## config.mk

```make
export PLATFORM = sky130hd
export DESIGN_NAME = btn_select_ctrl_flat
export DESIGN_NICKNAME = d
export VERILOG_FILES = /design/src/rtl/btn_select_ctrl_if.sv /design/src/rtl/btn_select_ctrl.sv /design/src/flat_wrapper.sv
export SDC_FILE = /design/constraint.sdc
export NUM_CORES = 1
export LEC_CHECK = 0
export CORE_MARGIN = 3
export CORE_UTILIZATION = 55
export CTS_CLUSTER_DIAMETER = 50
export DETAILED_ROUTE_END_ITERATION = 8
export GPL_TIMING_DRIVEN = 0
export PLACE_DENSITY_LB_ADDON = 0.3
export SYNTH_ARGS = -nofsm -noshare
export SYNTH_HDL_FRONTEND = slang
export SYNTH_SLANG_ARGS = --single-unit
export TNS_END_PERCENT = 100
```

## constraint.sdc

```tcl
create_clock -name clock -period 2.5 [get_ports clock]
set_input_delay 0.5 -clock clock [delete_from_list [all_inputs] [get_ports clock]]
set_output_delay 0.5 -clock clock [all_outputs]
set_load 0.03 [all_outputs]
```

## src/rtl/btn_select_ctrl_if.sv

```systemverilog
// Button/selection bundle between board push-buttons and their consumers.
// master drives raw levels and the lock; slave returns conditioned levels, pulses and the selection.
`timescale 1ns/1ps
interface btn_select_ctrl_if #(
  parameter int NUM_BTNS  = 5,
  parameter int SEL_WIDTH = 32
);
  logic [NUM_BTNS-1:0]  btn_raw;
  logic                 sel_lock;
  logic [NUM_BTNS-1:0]  btn_level;
  logic [NUM_BTNS-1:0]  btn_press;
  logic [NUM_BTNS-1:0]  btn_release;
  logic [SEL_WIDTH-1:0] sel_value;
  logic                 sel_changed;

  modport master (
    output btn_raw,
    output sel_lock,
    input  btn_level,
    input  btn_press,
    input  btn_release,
    input  sel_value,
    input  sel_changed
  );

  modport slave (
    input  btn_raw,
    input  sel_lock,
    output btn_level,
    output btn_press,
    output btn_release,
    output sel_value,
    output sel_changed
  );
endinterface

```

## src/rtl/btn_select_ctrl.sv

```systemverilog
// Push-button conditioner (sync, debounce, press/release/repeat pulses) plus lockable selection register.
// Pulses appear DEBOUNCE_CYCLES+2 edges after a steady raw change; selection follows one edge later.
`timescale 1ns/1ps
module btn_select_ctrl #(
  parameter int                   NUM_BTNS        = 5,
  parameter int                   DEBOUNCE_CYCLES = 500000,
  parameter int                   REPEAT_CYCLES   = 0,
  parameter int                   SEL_WIDTH       = 32,
  parameter logic [SEL_WIDTH-1:0] SEL_BASE        = SEL_WIDTH'(1),
  parameter logic [SEL_WIDTH-1:0] SEL_RESET       = SEL_WIDTH'(0),
  parameter logic [NUM_BTNS-1:0]  SEL_MASK        = {NUM_BTNS{1'b1}}
) (
  input logic              clock,
  input logic              anti_reset,
  btn_select_ctrl_if.slave bus
);

  localparam int              DB_W    = (DEBOUNCE_CYCLES > 1) ? $clog2(DEBOUNCE_CYCLES) : 1;
  localparam int              RP_W    = (REPEAT_CYCLES > 1) ? $clog2(REPEAT_CYCLES) : 1;
  localparam logic [DB_W-1:0] DB_LAST = DB_W'(DEBOUNCE_CYCLES - 1);
  localparam logic [RP_W-1:0] RP_LAST = (REPEAT_CYCLES > 0) ? RP_W'(REPEAT_CYCLES - 1) : '0;
  localparam bit              RP_EN   = (REPEAT_CYCLES > 0);

  logic [NUM_BTNS-1:0]  sync_s1;
  logic [NUM_BTNS-1:0]  sync_s2;
  logic [NUM_BTNS-1:0]  level_vec;
  logic [NUM_BTNS-1:0]  press_vec;
  logic [NUM_BTNS-1:0]  release_vec;
  logic [SEL_WIDTH-1:0] sel_q;
  logic                 sel_changed_q;
  logic                 cand_vld;
  logic [SEL_WIDTH-1:0] cand_val;

  always_ff @(posedge clock or negedge anti_reset) begin
    if (!anti_reset) begin
      sync_s1 <= '0;
      sync_s2 <= '0;
    end else begin
      sync_s1 <= bus.btn_raw;
      sync_s2 <= sync_s1;
    end
  end

  for (genvar g = 0; g < NUM_BTNS; g++) begin : g_chan
    logic [DB_W-1:0] db_cnt;
    logic [RP_W-1:0] rp_cnt;
    logic            level_q;
    logic            press_q;
    logic            release_q;
    logic            differ;
    logic            accept;
    logic            rp_hit;

    assign differ = sync_s2[g] ^ level_q;
    assign accept = differ && (db_cnt == DB_LAST);
    assign rp_hit = RP_EN && (rp_cnt == RP_LAST);

    always_ff @(posedge clock or negedge anti_reset) begin
      if (!anti_reset) begin
        db_cnt    <= '0;
        rp_cnt    <= '0;
        level_q   <= 1'b0;
        press_q   <= 1'b0;
        release_q <= 1'b0;
      end else begin
        press_q   <= 1'b0;
        release_q <= 1'b0;

        if (!differ) begin
          db_cnt <= '0;
        end else if (accept) begin
          level_q   <= sync_s2[g];
          db_cnt    <= '0;
          press_q   <= sync_s2[g];
          release_q <= ~sync_s2[g];
        end else begin
          db_cnt <= db_cnt + 1'b1;
        end

        // While held, accept can only be a release, which must also kill the repeat phase.
        if (!level_q || accept) begin
          rp_cnt <= '0;
        end else if (rp_hit) begin
          rp_cnt  <= '0;
          press_q <= 1'b1;
        end else if (RP_EN) begin
          rp_cnt <= rp_cnt + 1'b1;
        end
      end
    end

    assign level_vec[g]   = level_q;
    assign press_vec[g]   = press_q;
    assign release_vec[g] = release_q;
  end

  // Descending scan so the lowest-index eligible press ends up as the candidate.
  always_comb begin
    cand_vld = 1'b0;
    cand_val = SEL_BASE;
    for (int i = NUM_BTNS - 1; i >= 0; i--) begin
      if (press_vec[i] && SEL_MASK[i]) begin
        cand_vld = 1'b1;
        cand_val = SEL_BASE + SEL_WIDTH'(i);
      end
    end
  end

  always_ff @(posedge clock or negedge anti_reset) begin
    if (!anti_reset) begin
      sel_q         <= SEL_RESET;
      sel_changed_q <= 1'b0;
    end else begin
      sel_changed_q <= 1'b0;
      if (cand_vld && !bus.sel_lock) begin
        sel_q         <= cand_val;
        sel_changed_q <= (cand_val != sel_q);
      end
    end
  end

  assign bus.btn_level   = level_vec;
  assign bus.btn_press   = press_vec;
  assign bus.btn_release = release_vec;
  assign bus.sel_value   = sel_q;
  assign bus.sel_changed = sel_changed_q;

endmodule

```

## src/flat_wrapper.sv

```systemverilog
// flat-port wrapper written by rule: the top's interface ports become plain ports
module btn_select_ctrl_flat 
#(
  parameter int                   NUM_BTNS        = 5,
  parameter int                   DEBOUNCE_CYCLES = 500000,
  parameter int                   REPEAT_CYCLES   = 0,
  parameter int                   SEL_WIDTH       = 32,
  parameter logic [SEL_WIDTH-1:0] SEL_BASE        = SEL_WIDTH'(1),
  parameter logic [SEL_WIDTH-1:0] SEL_RESET       = SEL_WIDTH'(0),
  parameter logic [NUM_BTNS-1:0]  SEL_MASK        = {NUM_BTNS{1'b1}}
)
  (clock, anti_reset, bus_btn_raw, bus_sel_lock, bus_btn_level, bus_btn_press, bus_btn_release, bus_sel_value, bus_sel_changed);
  btn_select_ctrl_if #(.NUM_BTNS(NUM_BTNS), .SEL_WIDTH(SEL_WIDTH)) bus_i ();
  input logic clock;
  input logic anti_reset;
  input wire logic [$bits(bus_i.btn_raw)-1:0] bus_btn_raw;
  input wire logic [$bits(bus_i.sel_lock)-1:0] bus_sel_lock;
  output wire logic [$bits(bus_i.btn_level)-1:0] bus_btn_level;
  output wire logic [$bits(bus_i.btn_press)-1:0] bus_btn_press;
  output wire logic [$bits(bus_i.btn_release)-1:0] bus_btn_release;
  output wire logic [$bits(bus_i.sel_value)-1:0] bus_sel_value;
  output wire logic [$bits(bus_i.sel_changed)-1:0] bus_sel_changed;
  assign bus_i.btn_raw = bus_btn_raw;
  assign bus_i.sel_lock = bus_sel_lock;
  assign bus_btn_level = bus_i.btn_level;
  assign bus_btn_press = bus_i.btn_press;
  assign bus_btn_release = bus_i.btn_release;
  assign bus_sel_value = bus_i.sel_value;
  assign bus_sel_changed = bus_i.sel_changed;
  btn_select_ctrl #(.NUM_BTNS(NUM_BTNS), .DEBOUNCE_CYCLES(DEBOUNCE_CYCLES), .REPEAT_CYCLES(REPEAT_CYCLES), .SEL_WIDTH(SEL_WIDTH), .SEL_BASE(SEL_BASE), .SEL_RESET(SEL_RESET), .SEL_MASK(SEL_MASK)) u_core (.clock(clock), .anti_reset(anti_reset), .bus(bus_i));
endmodule
```

After elaboration in Yosys (flattened, before gate mapping)
Cells that the tools add are included.
{"block": "classes", "add_sub_neg": 5, "eq_ne": 6, "mux": 41, "n_bitwise": 10, "reduce_logical": 12}
{"operator": "2-to-1 mux 19 bit", "n": 10}
{"operator": "adder 19 x 1 -> 19 bit (second input constant)", "n": 5}
{"operator": "equality test 19 bit (second input constant)", "n": 5}
{"operator": "!= test 3 x 32 -> 1 bit", "n": 1}
{"operator": "2-to-1 mux 1 bit", "n": 26}
{"operator": "2-to-1 mux 3 bit", "n": 5}
{"operator": "AND reduction 2 bit", "n": 5}
{"operator": "logical AND 1 bit", "n": 6}
{"operator": "NOT 1 bit", "n": 5}
{"operator": "bitwise XOR 1 bit", "n": 5}
{"operator": "logical NOT 1 bit", "n": 1}
{"block": "totals", "regBits": 153, "input_bits": 8, "out_inout_bits": 48}

Logic depth before layout (Yosys ltp)
Gate-level depths: netlist of the first run.
{"block": "depth", "depth_word": 7, "ltp_mapped": 7, "ltp_nobuf": 5}

Worst setup path after synthesis of the first run
OpenSTA, ideal clock, no wires.
{"block": "synth_path", "path_type": "register to register", "start": "register u_core.g_chan[1].db_cnt[0]", "end": "register u_core.g_chan[1].db_cnt[10]", "arrival_time_ns": 1.859, "t_required_ns": 2.379, "setup_slack_ns": 0.520, "path_stages_with_launch": 8, "synth_period_minus_slack_ns": 1.980, "path_cell_list": "dfrtp_1 > ha_1 > and4_1 > clkbuf_1 > nand4_1 > o31ai_2 > buf_2 > nor2_1"}
{"block": "synth_between", "elab_chain_len": 4}
{"item": "start, declared", "line": "btn_select_ctrl.sv:45", "rtl": "logic [DB_W-1:0] db_cnt;"}
{"item": "start signal, assigned", "line": "btn_select_ctrl.sv:77", "rtl": "db_cnt <= db_cnt + 1'b1;"}
{"item": "branches (longest 2 deep; another with adder 19 x 1 -> 19 bit)"}
{"item": "2-to-1 mux 19 bit *", "line": "btn_select_ctrl.sv:71", "rtl": "end else if (accept) begin"}
{"item": "2-to-1 mux 19 bit *", "line": "btn_select_ctrl.sv:69", "rtl": "if (!differ) begin"}
Mark *: on every way between the ends.
A chain may end at the register's enable or synchronous reset.

Final worst setup path of the first run
{"block": "layout_path", "start": "register u_core.g_chan[2].db_cnt[0]", "end": "register u_core.g_chan[2].db_cnt[11]"}
{"block": "layout_between", "elab_chain_len": 4}
{"item": "start, declared", "line": "btn_select_ctrl.sv:45"}
{"item": "start signal, assigned", "line": "btn_select_ctrl.sv:77"}
{"item": "branches (longest 2 deep; another with adder 19 x 1 -> 19 bit)"}
{"item": "2-to-1 mux 19 bit *", "line": "btn_select_ctrl.sv:71"}
{"item": "2-to-1 mux 19 bit *", "line": "btn_select_ctrl.sv:69"}
Marked as above.

==> results of run 1 <==
## stage by stage
step           setup slack (ns)  power [mW]  utilization, %  cell area, µm²  cells
2_1_floorplan             0.520        2.24               -            6190    629
3_3_place_gp              -3.76        2.31            62.7            6620    791
3_5_place_dp             0.0631        2.32            63.0            6650    792
4_1_cts                  0.0479        4.90            69.0            7280    825
5_1_grt                 0.00222        5.02            69.2            7310    826
6_report                  0.142        4.86            69.2            7310    826
## synth_stat cells (10+ instances only)
| master | n | share of area [%] |
|---|---|---|
| nor3b_1 | 12 | 1.5 |
| dfrtp_1 | 124 | 51 |
| nor4_1 | 13 | 1.3 |
| nor2_1 | 74 | 4.6 |
| nand3_1 | 27 | 2.2 |
| and3_1 | 10 | 1.0 |
| xor2_1 | 28 | 4.0 |
| xnor2_1 | 37 | 5.3 |
| nand2_1 | 34 | 2.1 |
| or4_1 | 11 | 1.4 |
| o21ai_0 | 17 | 1.4 |
| nand4_1 | 25 | 2.6 |
| nor3_1 | 10 | 0.82 |
| a21oi_1 | 29 | 2.4 |
| buf_4 | 44 | 5.4 |
| or3_1 | 19 | 2.0 |
## kinds of logic (layout without fill, tap and decap cells)
group	Yosys count	in the layout	synth area share, %
compound gates	66	66	6.54
xor+xnor	65	65	9.35
fa+ha+maj	5	5	1.03
buf+inv	64	125	6.74
flops	124	124	51.0
mux	6	6	1.11
other cells	1	29	0.0616
simple gates	270	270	24.2
## worst register-to-register path, delay by kind of cell, from the launching register on
family | cells | cell delay, ns
AOI/OAI and AO/OA | 1 | 0.58
adders and majority gates | 1 | 0.25
buffers and inverters | 1 | 0.43
DFF | 1 | 0.39
and+or+nand+nor | 3 | 0.57
## cell type report
cell class                      count  area [µm²]
Buffer                             55         377
Clock buffer                       19         432
Clock inverter                     13         189
Fill cell                         786        3250
Inverter                            9        33.8
Multi-Input combinational cell    441        2700
Sequential cell                   124        3100
Tap cell                          136         170
Timing Repair Buffer               29         307
## sequential cells by signal, indices dropped and copies added, names as in the netlist
register	flops
u_core.g_chan.press_q	5
u_core.g_chan.db_cnt	95
u_core.g_chan.release_q	5
u_core.sync_s2	5
u_core.sync_s1	5
u_core.g_chan.level_q	5
u_core.bus.sel_value	3
u_core.bus.sel_changed	1
## what timing repair did
item                                   in CTS  in global routing
buffers inserted                            0                  1
endpoints found under the hold margin      49                  0
setup endpoints to repair                   0                 20
gates resized for setup                     0                  2
hold buffers                                1                  0
## power breakdown
group	internal (mW)	leakage (nW)	switching (mW)	total (mW)
Clock	1.65	0.299	0.914	2.57
Combinational	0.0763	1.11	0.153	0.229
Sequential	2.04	1.69	0.0288	2.07
## worst min path at each step
| stage | to | slack (ns) | cells after the start |
|---|---|---|---|
| 6_report | u_core.sync_s2[0] | 0.34 | 0 |
| 3_5_place_dp | u_core.sync_s2[2] | 0.34 | 0 |
| 3_3_place_gp | u_core.sync_s2[4] | 0.33 | 0 |
| 4_1_cts | u_core.sync_s2[0] | 0.34 | 0 |
| 5_1_grt | u_core.sync_s2[2] | 0.36 | 0 |
| 2_1_floorplan | u_core.bus.sel_changed | 0.20 | 0 |
## routing by layer
metal,share of wire [%],routed length [µm]
met1,43,5270
met2,49,5990
met3,5.2,635
met4,1.9,227
met5,0,0
## layout by cell type (no fill, tap or decap), types with 3 or more instances in the layout
cell	n
a21oi_1	29
and2_1	6
and3_1	10
and4_1	9
buf_2	4
buf_4	45
bufinv_16	4
clkbuf_1	8
clkbuf_16	16
clkdlybuf4s50_1	25
clkinv_4	3
conb_1	29
dfrtp_1	124
ha_1	5
inv_1	9
mux2_2	6
nand2_1	34
nand3_1	27
nand4_1	25
nor2_1	74
nor3_1	10
nor3b_1	12
nor4_1	13
nor4b_1	3
o21ai_0	17
o31ai_1	7
o41ai_1	3
or2_2	4
or3_1	19
or4_1	11
or4b_2	4
xnor2_1	37
xor2_1	28
==> results by group, run 1 <==
Status
  – Status: complete, no violations

Global routing
  – GR peak layer: met2
  – Global Route Usage Sum: 21.1%
  – Initial antenna violation count: 0
  – Vias in the first global route: approximately 4600
  – GR Util met2: between 30% and 40%
  – Global-route wire length before repair: about 21000 µm
  – GR Layer Usage met3: between 4 and 5%
  – GR Overflow Total: 0
  – GRT met1 Usage: 26.4%
  – Largest net degree at the start of global routing: 76

Worst setup path
  – CP startpoint kind: flop
  – Critical Path AT: 2.75 ns
  – Reg2Reg Depth: 6
  – FF-to-FF Start: u_core.g_chan[2].db_cnt[0]
  – R2R setup slack: between 0.1 and 0.15 ns
  – Worst EP required: approximately 2.9 ns
  – Top delay family on crit path: compound AO/OA/AOI/OAI gates
  – Worst setup endpoint: u_core.g_chan[2].db_cnt[11]
  – Setup CP Type: flop to flop
  – Slowest cell on crit path: o31ai_2
  – Crit path depth: 6
  – CP Capture Type: flop
  – Worst path cell trace: ha_1, and4_1, nand4_1, o31ai_2, clkbuf_1, nor2_1
  – Crit-path max FO: 10
  – Critical R2R Capture: u_core.g_chan[2].db_cnt[11]
  – Worst path max stage delay: 0.58 ns
  – CP Launch Point: u_core.g_chan[2].db_cnt[0]
  – Buf/Inv on CP: 1

Timing
  – Min Hold Slack: 0.344 ns
  – Worst Tran Pin Value: 0.620 ns
  – Setup TNS: 0 ns
  – RSZ-0062 raised after global routing: no
  – Tcrit/Tclk final: 94.3%
  – Clock skew: 0.00815 ns
  – Final Slew Violations: 0
  – Setup Viol. Count Final: 0
  – Max Fclk: 424 MHz
  – Max transition margin: 58.4%
  – Final hold viol count: 0
  – Min Clock Period, post-route: 2.36 ns

Power and ir drop
  – Leakage: 3.10 nW
  – Pwr/cell area: 665 nW/µm²
  – Peak VDD IR: 0.587 mV

Job
  – Max-cap violations: 0

Hold path
  – Worst hold-check path type: flop to flop
  – HP Start: u_core.sync_s1[0]

Clock network
  – Clk_lat worst skew: about 0.53 ns
  – Clock Tree Buf Depth: 2
  – CTS tree: built
  – H-tree depth: 4
  – Clk sinks: 124
  – CTS Root Cell: clkbuf_8
  – Clock transition at path regs: approximately 0.060 ns
  – Total CTS buffers: 17

Synth
  – Top FF cell, synth: dfrtp_1
  – Cells after Synth: about 600
  – Post-synthesis register bit count: 124
  – Avg Cell Area, Syn: 10.1 µm²
  – Mapped Area: 6090 µm²
  – Syn. warnings: 0
  – Yosys cell types: 43
  – Seq/Total Area, Yosys: 51.0%
  – Number of synthesized flops with an enable pin: 0
  – Ys async rst share: 100%

Cells and area
  – Area delta synth->final: 20.0%
  – Layout cells sized above 1: between 10 and 15%
  – Nets: 690
  – N_diodes: 0

Place
  – HPWL Detailed: 8140 µm
  – RD Place Congestion: approximately 0.84
  – Port bufs: 26

Drt
  – DR vias: approximately 4600
  – WL per Instance: 14.7 µm
  – Routed WL: between 10000 and 15000 µm
  – Vias per cell: 5.58
  – Drt first pass iters: 4
  – Routed Antenna Nets: 0
  – First DRT Iteration DRCs: roughly 250
  – DRC viols: 0

Die
  – Die W: 111 µm
  – Chip height: 111 µm
  – Row cnt: 37
  – Initial Util: 57.7%
  – Die area: 12400 µm²
  – Core Area: 10600 µm²
  – Io pins: 56
No activity file was read; power rests on OpenSTA's default activity.
==> run 2, diff against run 1 <==
Settings changed: CTS_CLUSTER_SIZE set to 14.
==> results of run 2 <==
No change in the layout: final DEF, timing and power equal those of run 1.
